**config.mk**
```make
export PLATFORM = sky130hd
export DESIGN_NAME = weight_loader
export DESIGN_NICKNAME = d
export VERILOG_FILES = /design/src/rtl/nn_pkg.sv /design/src/rtl/wload_cksum.sv /design/src/rtl/weight_loader.sv
export SDC_FILE = /design/constraint.sdc
export NUM_CORES = 1
export LEC_CHECK = 0
export CAP_MARGIN = 20
export CELL_PAD_IN_SITES_DETAIL_PLACEMENT = 0
export CELL_PAD_IN_SITES_GLOBAL_PLACEMENT = 2
export CORE_MARGIN = 4
export CORE_UTILIZATION = 32
export DETAILED_ROUTE_END_ITERATION = 10
export PLACE_DENSITY_LB_ADDON = 0.2
export SYNTH_ARGS = -nofsm -noshare
export SYNTH_HDL_FRONTEND = slang
export SYNTH_SLANG_ARGS = --single-unit
```
**constraint.sdc**
```tcl
create_clock -name clk -period 2.3 [get_ports clk]
set_input_delay 0.345 -clock clk [delete_from_list [all_inputs] [get_ports clk]]
set_output_delay 0.345 -clock clk [all_outputs]
set_load 0.02 [all_outputs]
```
**src/rtl/nn_pkg.sv**
```systemverilog
// rtl/nn_pkg.sv - shared network dimensions, region selects and loader state encoding
package nn_pkg;

  localparam int N_IN_DEF  = 784;
  localparam int N_HID_DEF = 32;
  localparam int N_OUT_DEF = 10;

  typedef enum logic [1:0] {
    SEL_W1 = 2'd0,
    SEL_B1 = 2'd1,
    SEL_W2 = 2'd2,
    SEL_B2 = 2'd3
  } wr_sel_t;

  typedef enum logic [2:0] {
    ST_IDLE  = 3'd0,
    ST_LD_W1 = 3'd1,
    ST_LD_B1 = 3'd2,
    ST_LD_W2 = 3'd3,
    ST_LD_B2 = 3'd4,
    ST_CHK   = 3'd5,
    ST_DONE  = 3'd6,
    ST_ERR   = 3'd7
  } wl_state_t;

  function automatic wr_sel_t sel_of(input wl_state_t s);
    case (s)
      ST_LD_B1: sel_of = SEL_B1;
      ST_LD_W2: sel_of = SEL_W2;
      ST_LD_B2: sel_of = SEL_B2;
      default:  sel_of = SEL_W1;
    endcase
  endfunction

endpackage

```
**src/rtl/wload_cksum.sv**
```systemverilog
// rtl/wload_cksum.sv - modulo-256 running sum of accepted weight/bias bytes
module wload_cksum (
  input  logic       clk,
  input  logic       rst,
  input  logic       clear,
  input  logic       add_en,
  input  logic [7:0] add_data,
  output logic [7:0] sum
);

  always_ff @(posedge clk or negedge rst) begin
    if (!rst)        sum <= 8'd0;
    else if (clear)  sum <= 8'd0;
    else if (add_en) sum <= sum + add_data;
  end

endmodule

```
**src/rtl/weight_loader.sv**
```systemverilog
// rtl/weight_loader.sv - streams int8 weights/biases into W1/B1/W2/B2 regions
// Optional trailing checksum byte under `define WLOAD_CHECKSUM_EN.
module weight_loader
  import nn_pkg::*;
#(
  parameter int N_IN  = N_IN_DEF,
  parameter int N_HID = N_HID_DEF,
  parameter int N_OUT = N_OUT_DEF
) (
  input  logic        clk,
  input  logic        rst,
  input  logic        start,
  input  logic        in_valid,
  input  logic [7:0]  in_data,
  output logic        in_ready,
  output logic        wr_en,
  output logic [1:0]  wr_sel,
  output logic [14:0] wr_addr,
  output logic [7:0]  wr_data,
  output logic        busy,
  output logic        done,
  output logic        err
);

  localparam logic [14:0] LAST_W1 = 15'(N_IN * N_HID - 1);
  localparam logic [14:0] LAST_B1 = 15'(N_HID - 1);
  localparam logic [14:0] LAST_W2 = 15'(N_HID * N_OUT - 1);
  localparam logic [14:0] LAST_B2 = 15'(N_OUT - 1);

  wl_state_t   state;
  logic [14:0] addr;
  logic [14:0] region_last;
  logic        accept;
  logic        last;

  assign accept = in_valid & in_ready;
  assign last   = (addr == region_last);

  always_comb begin
    region_last = LAST_W1;
    case (state)
      ST_LD_B1: region_last = LAST_B1;
      ST_LD_W2: region_last = LAST_W2;
      ST_LD_B2: region_last = LAST_B2;
      default:  region_last = LAST_W1;
    endcase
  end

`ifdef WLOAD_CHECKSUM_EN
  logic [7:0] sum;

  // Only region bytes feed the sum; the checksum byte itself is compared, not added.
  wload_cksum u_cksum (
    .clk      (clk),
    .rst      (rst),
    .clear    (start & ~busy),
    .add_en   (accept & (state != ST_CHK)),
    .add_data (in_data),
    .sum      (sum)
  );
`else
  assign err = 1'b0;
`endif

  always_ff @(posedge clk or negedge rst) begin
    if (!rst) begin
      state    <= ST_IDLE;
      addr     <= 15'd0;
      in_ready <= 1'b0;
      busy     <= 1'b0;
      done     <= 1'b0;
      wr_en    <= 1'b0;
      wr_sel   <= 2'd0;
      wr_addr  <= 15'd0;
      wr_data  <= 8'd0;
`ifdef WLOAD_CHECKSUM_EN
      err      <= 1'b0;
`endif
    end else begin
      wr_en <= 1'b0;
      case (state)
        ST_IDLE, ST_DONE, ST_ERR: begin
          if (start) begin
            state    <= ST_LD_W1;
            addr     <= 15'd0;
            in_ready <= 1'b1;
            busy     <= 1'b1;
            done     <= 1'b0;
`ifdef WLOAD_CHECKSUM_EN
            err      <= 1'b0;
`endif
          end
        end
        ST_LD_W1, ST_LD_B1, ST_LD_W2, ST_LD_B2: begin
          if (accept) begin
            wr_en   <= 1'b1;
            wr_sel  <= sel_of(state);
            wr_addr <= addr;
            wr_data <= in_data;
            addr    <= last ? 15'd0 : addr + 15'd1;
            if (last) begin
              case (state)
                ST_LD_W1: state <= ST_LD_B1;
                ST_LD_B1: state <= ST_LD_W2;
                ST_LD_W2: state <= ST_LD_B2;
                default: begin
`ifdef WLOAD_CHECKSUM_EN
                  state    <= ST_CHK;
`else
                  state    <= ST_DONE;
                  in_ready <= 1'b0;
                  busy     <= 1'b0;
                  done     <= 1'b1;
`endif
                end
              endcase
            end
          end
        end
`ifdef WLOAD_CHECKSUM_EN
        ST_CHK: begin
          if (accept) begin
            in_ready <= 1'b0;
            busy     <= 1'b0;
            if (in_data == sum) begin
              state <= ST_DONE;
              done  <= 1'b1;
            end else begin
              state <= ST_ERR;
              err   <= 1'b1;
            end
          end
        end
`endif
        default: begin
          state    <= ST_IDLE;
          in_ready <= 1'b0;
          busy     <= 1'b0;
        end
      endcase
    end
  end

endmodule

```
==> results of run 1 <==
## synth_stat cells, drive strengths merged (2+ instances only)
library cell,number,share of area [%]
a21oi,2,0.43
a31oi,2,0.54
and2,4,1.1
and3,3,0.81
and4b,2,0.86
buf,9,2.2
clkbuf,7,1.1
dfrtp,46,50
inv,4,0.65
mux2i,2,0.86
nand2,75,12
nand2b,2,0.54
nand3,8,1.7
nand4,3,0.81
nor2,14,2.3
nor3,8,1.7
nor4,6,1.6
o2111ai,7,2.6
o211ai,7,2.3
o21ai,9,1.9
o311ai,2,1.5
or3,3,0.81
or4,2,0.65
xnor2,4,1.5
xor2,12,4.5
## kinds of logic (layout without fill, tap and decap cells)
kind of cell,Yosys count,in the layout
other cells,1,1
flops,46,46
mux,2,2
compound gates,35,35
xor+xnor,16,16
buf+inv,20,78
simple gates,135,135
fa+ha+maj,1,1
## cell type report
cell class	count	area (um2)
clock buffers	7	96.3
repair buffers	66	606
multi-input cells	190	1090
flip-flops and latches	46	1150
well taps	96	120
clock inverters	1	8.76
fillers	737	3820
inverters	4	15.0
## critical path, stage by stage (launching register included)
cell	delay, ns
dfrtp_1	0.35
buf_4	0.20
buf_4	0.19
and4b_1	0.22
a311o_2	0.49
o211ai_1	0.23
xor2_1	0.10
nor4_1	0.25
## per-layer routing
layer / routed length [um] / part of all wire (%) / up-vias
li1: - / - / 999
met1: 2890 / 48 / 978
met2: 2870 / 48 / 33
met3: 165 / 2.8 / 6
met4: 71 / 1.2 / 0
met5: 0 / 0 / -
## state kept, by name, summed over array words and instances (netlist names)
register  cells
done          1
wr_addr      15
busy          1
wr_data       8
wr_en         1
addr         15
state         3
wr_sel        2
## placed cells by master (no fill, tap or decap), types with 4 or more instances in the layout
cell and count:
xnor2_1 4, nand2_1 75, nor3_1 7, and2_1 4, o21ai_0 8, nor4_1 6, o2111ai_1 7, clkdlybuf4s50_1 39
nor2_1 14, dfrtp_1 46, o211ai_1 7, buf_4 24, xor2_1 12, clkbuf_8 7, nand3_1 8
## stage by stage
| step | hold slack (ns) | utilization [%] | power (W) |
|---|---|---|---|
| CTS | 0.485 | 44.6 | 0.00187 |
| detailed placement | 0.312 | 42.9 | 0.00131 |
| global placement | 0.310 | 42.9 | 0.00131 |
| finish | 0.478 | 44.7 | 0.00184 |
| global route | 0.507 | 44.7 | 0.00195 |
| floorplan | 0.0494 | - | 0.00111 |
## power breakdown
| part | switching (W) | total (W) | internal (W) |
|---|---|---|---|
| Combinational | 0.000201 | 0.000366 | 0.000165 |
| Sequential | 0.0000413 | 0.000916 | 0.000875 |
| Clock | 0.000286 | 0.000562 | 0.000276 |
## worst min path at each step
stage	endpoint	slack [ns]	depth (start not counted)
floorplan	addr[0]	0.05	0
CTS	wr_addr[11]	0.48	2
global placement	wr_addr[6]	0.31	1
detailed placement	wr_addr[13]	0.31	1
finish	wr_addr[9]	0.48	2
global route	wr_addr[9]	0.51	2
## timing repair
action | 4_1_cts | 5_1_grt
hold buffers | 1 | 0
resized for setup | 0 | 2
endpoints found under the hold margin | 15 | 0
endpoints found under the setup margin | 0 | 8
==> flow_metrics.tcl, run 1 <==
set metrics [dict create \
    finClkSkew_ns 0.00710 \
    die_h_um 93.2 \
    cts.htree.levels 2 \
    dpl_cell_area_um2 2960 \
    synth_seq_area_share_pct 49.5 \
    vias 2016 \
    synth_nets 269 \
    crit_arrival_ns 2.33 \
    syn_area_um2 2320 \
    critPathKind "reg2reg" \
    grt_pass1_vias 2005 \
    drt_iter0_drc 48 \
    drt-total-wl_um 6000 \
    syn2layout_area_growth_pct 32.7 \
    avgSynthCellArea_um2 9.08 \
    use_met1_pct 21.0 \
    critPathMaxFanout 14 \
    core_area_um2 6910 \
    synth_compound_area_share_pct 12.1 \
    cts_root_buffer "clkbuf_8" \
    grt_start_max_net_pins 26 \
    status "finished, final reports clean" \
    cp-startpoint "state[2]" \
    critPathCapture "addr[6]" \
    critPathLaunchType "register" \
    ys_async_sr_fraction_pct 100 \
    grt_pass1_wl_um 10300 \
    met3_usage_pct 2.17 \
    overflow 0 \
    antenna_cells 0 \
    cts_tree "built" \
    clock_latency_ns 0.30 \
    drc 0 \
    wl_per_cell_um 14.6 \
    synth-xor-area-share_pct 6.03 \
    slew_viol_final 0 \
    antenna_found_initial 0 \
    period_share_pct 92.4 \
    drive_gt1_share_pct 13.4 \
    layout.nets 326 \
    start_util_pct 33.7 \
    die_w_um 93.2 \
    powerDensity_nw_per_um2 598 \
    port_buffers 40 \
    layoutNonFillerInstCount 410 \
    final-hold-violation-count 0 \
    cts_setup_buffers 0 \
    tns_ns 0 \
    die_area_um2 8690 \
    dp_cells 401 \
    rsz0062_at_grt "no" \
    drtAntennaViolNets 0 \
    setup_slack_ns 0.174 \
    grt_use_total_pct 14.9 \
    setup_viol 0 \
    leakagePower_nw 1.47 \
    clk_pin_slew_ns 0.09 \
    r2r-end "addr[6]" \
    r2r_setup_slack_ns 0.17 \
    synthCells 256 \
    fin_crit_ns 2.13 \
    clock.fmax_ghz 0.470 \
    synth-edff-count 0 \
    grt_use_met2_pct 23.7 \
    yosys.area_share.simple_pct 26.9 \
    yosys_warnings 0 \
    cts_num_sinks 46 \
    grt-busiest-layer "met2" \
    hold_class "reg2reg" \
    synth_cell_types 42 \
    place_hpwl_um 4390 \
    ioPinCount 42 \
    worstRegToRegCells 7 \
    vias_per_cell 4.92 \
    fp-row-count 30 \
    fin_area_um2 3090 \
    numCtsBuffers 5 \
    ys_ff_latch 46 \
    synth_top_family_by_area "simple AND/OR/NAND/NOR gates" \
    synth_fa_ha_area_share_pct 0.538 \
    endpoint_kind "register" \
    max_cap_violations 0 \
    timing.rr.start "state[2]" \
    synthMuxAreaShare_pct 0.861 \
    ys.flop_type "dfrtp_1" \
    worstHoldStart "wr_addr[9]" \
    irDropWorstVdd_uv 270 \
    gp_congestion 0.813 \
    cts.path.max_buffers 2 \
    post-place-ws_ns -0.00991 \
    cp.required_ns 2.50 \
    first_pass_iters 4 \
]
(Power assumes the default switching activity.)
==> run 2: changes to the inputs <==
GPL_ROUTABILITY_DRIVEN = 0   (was default)
==> results of run 2 <==
Final layout, timing and power as in run 1 (identical DEF).
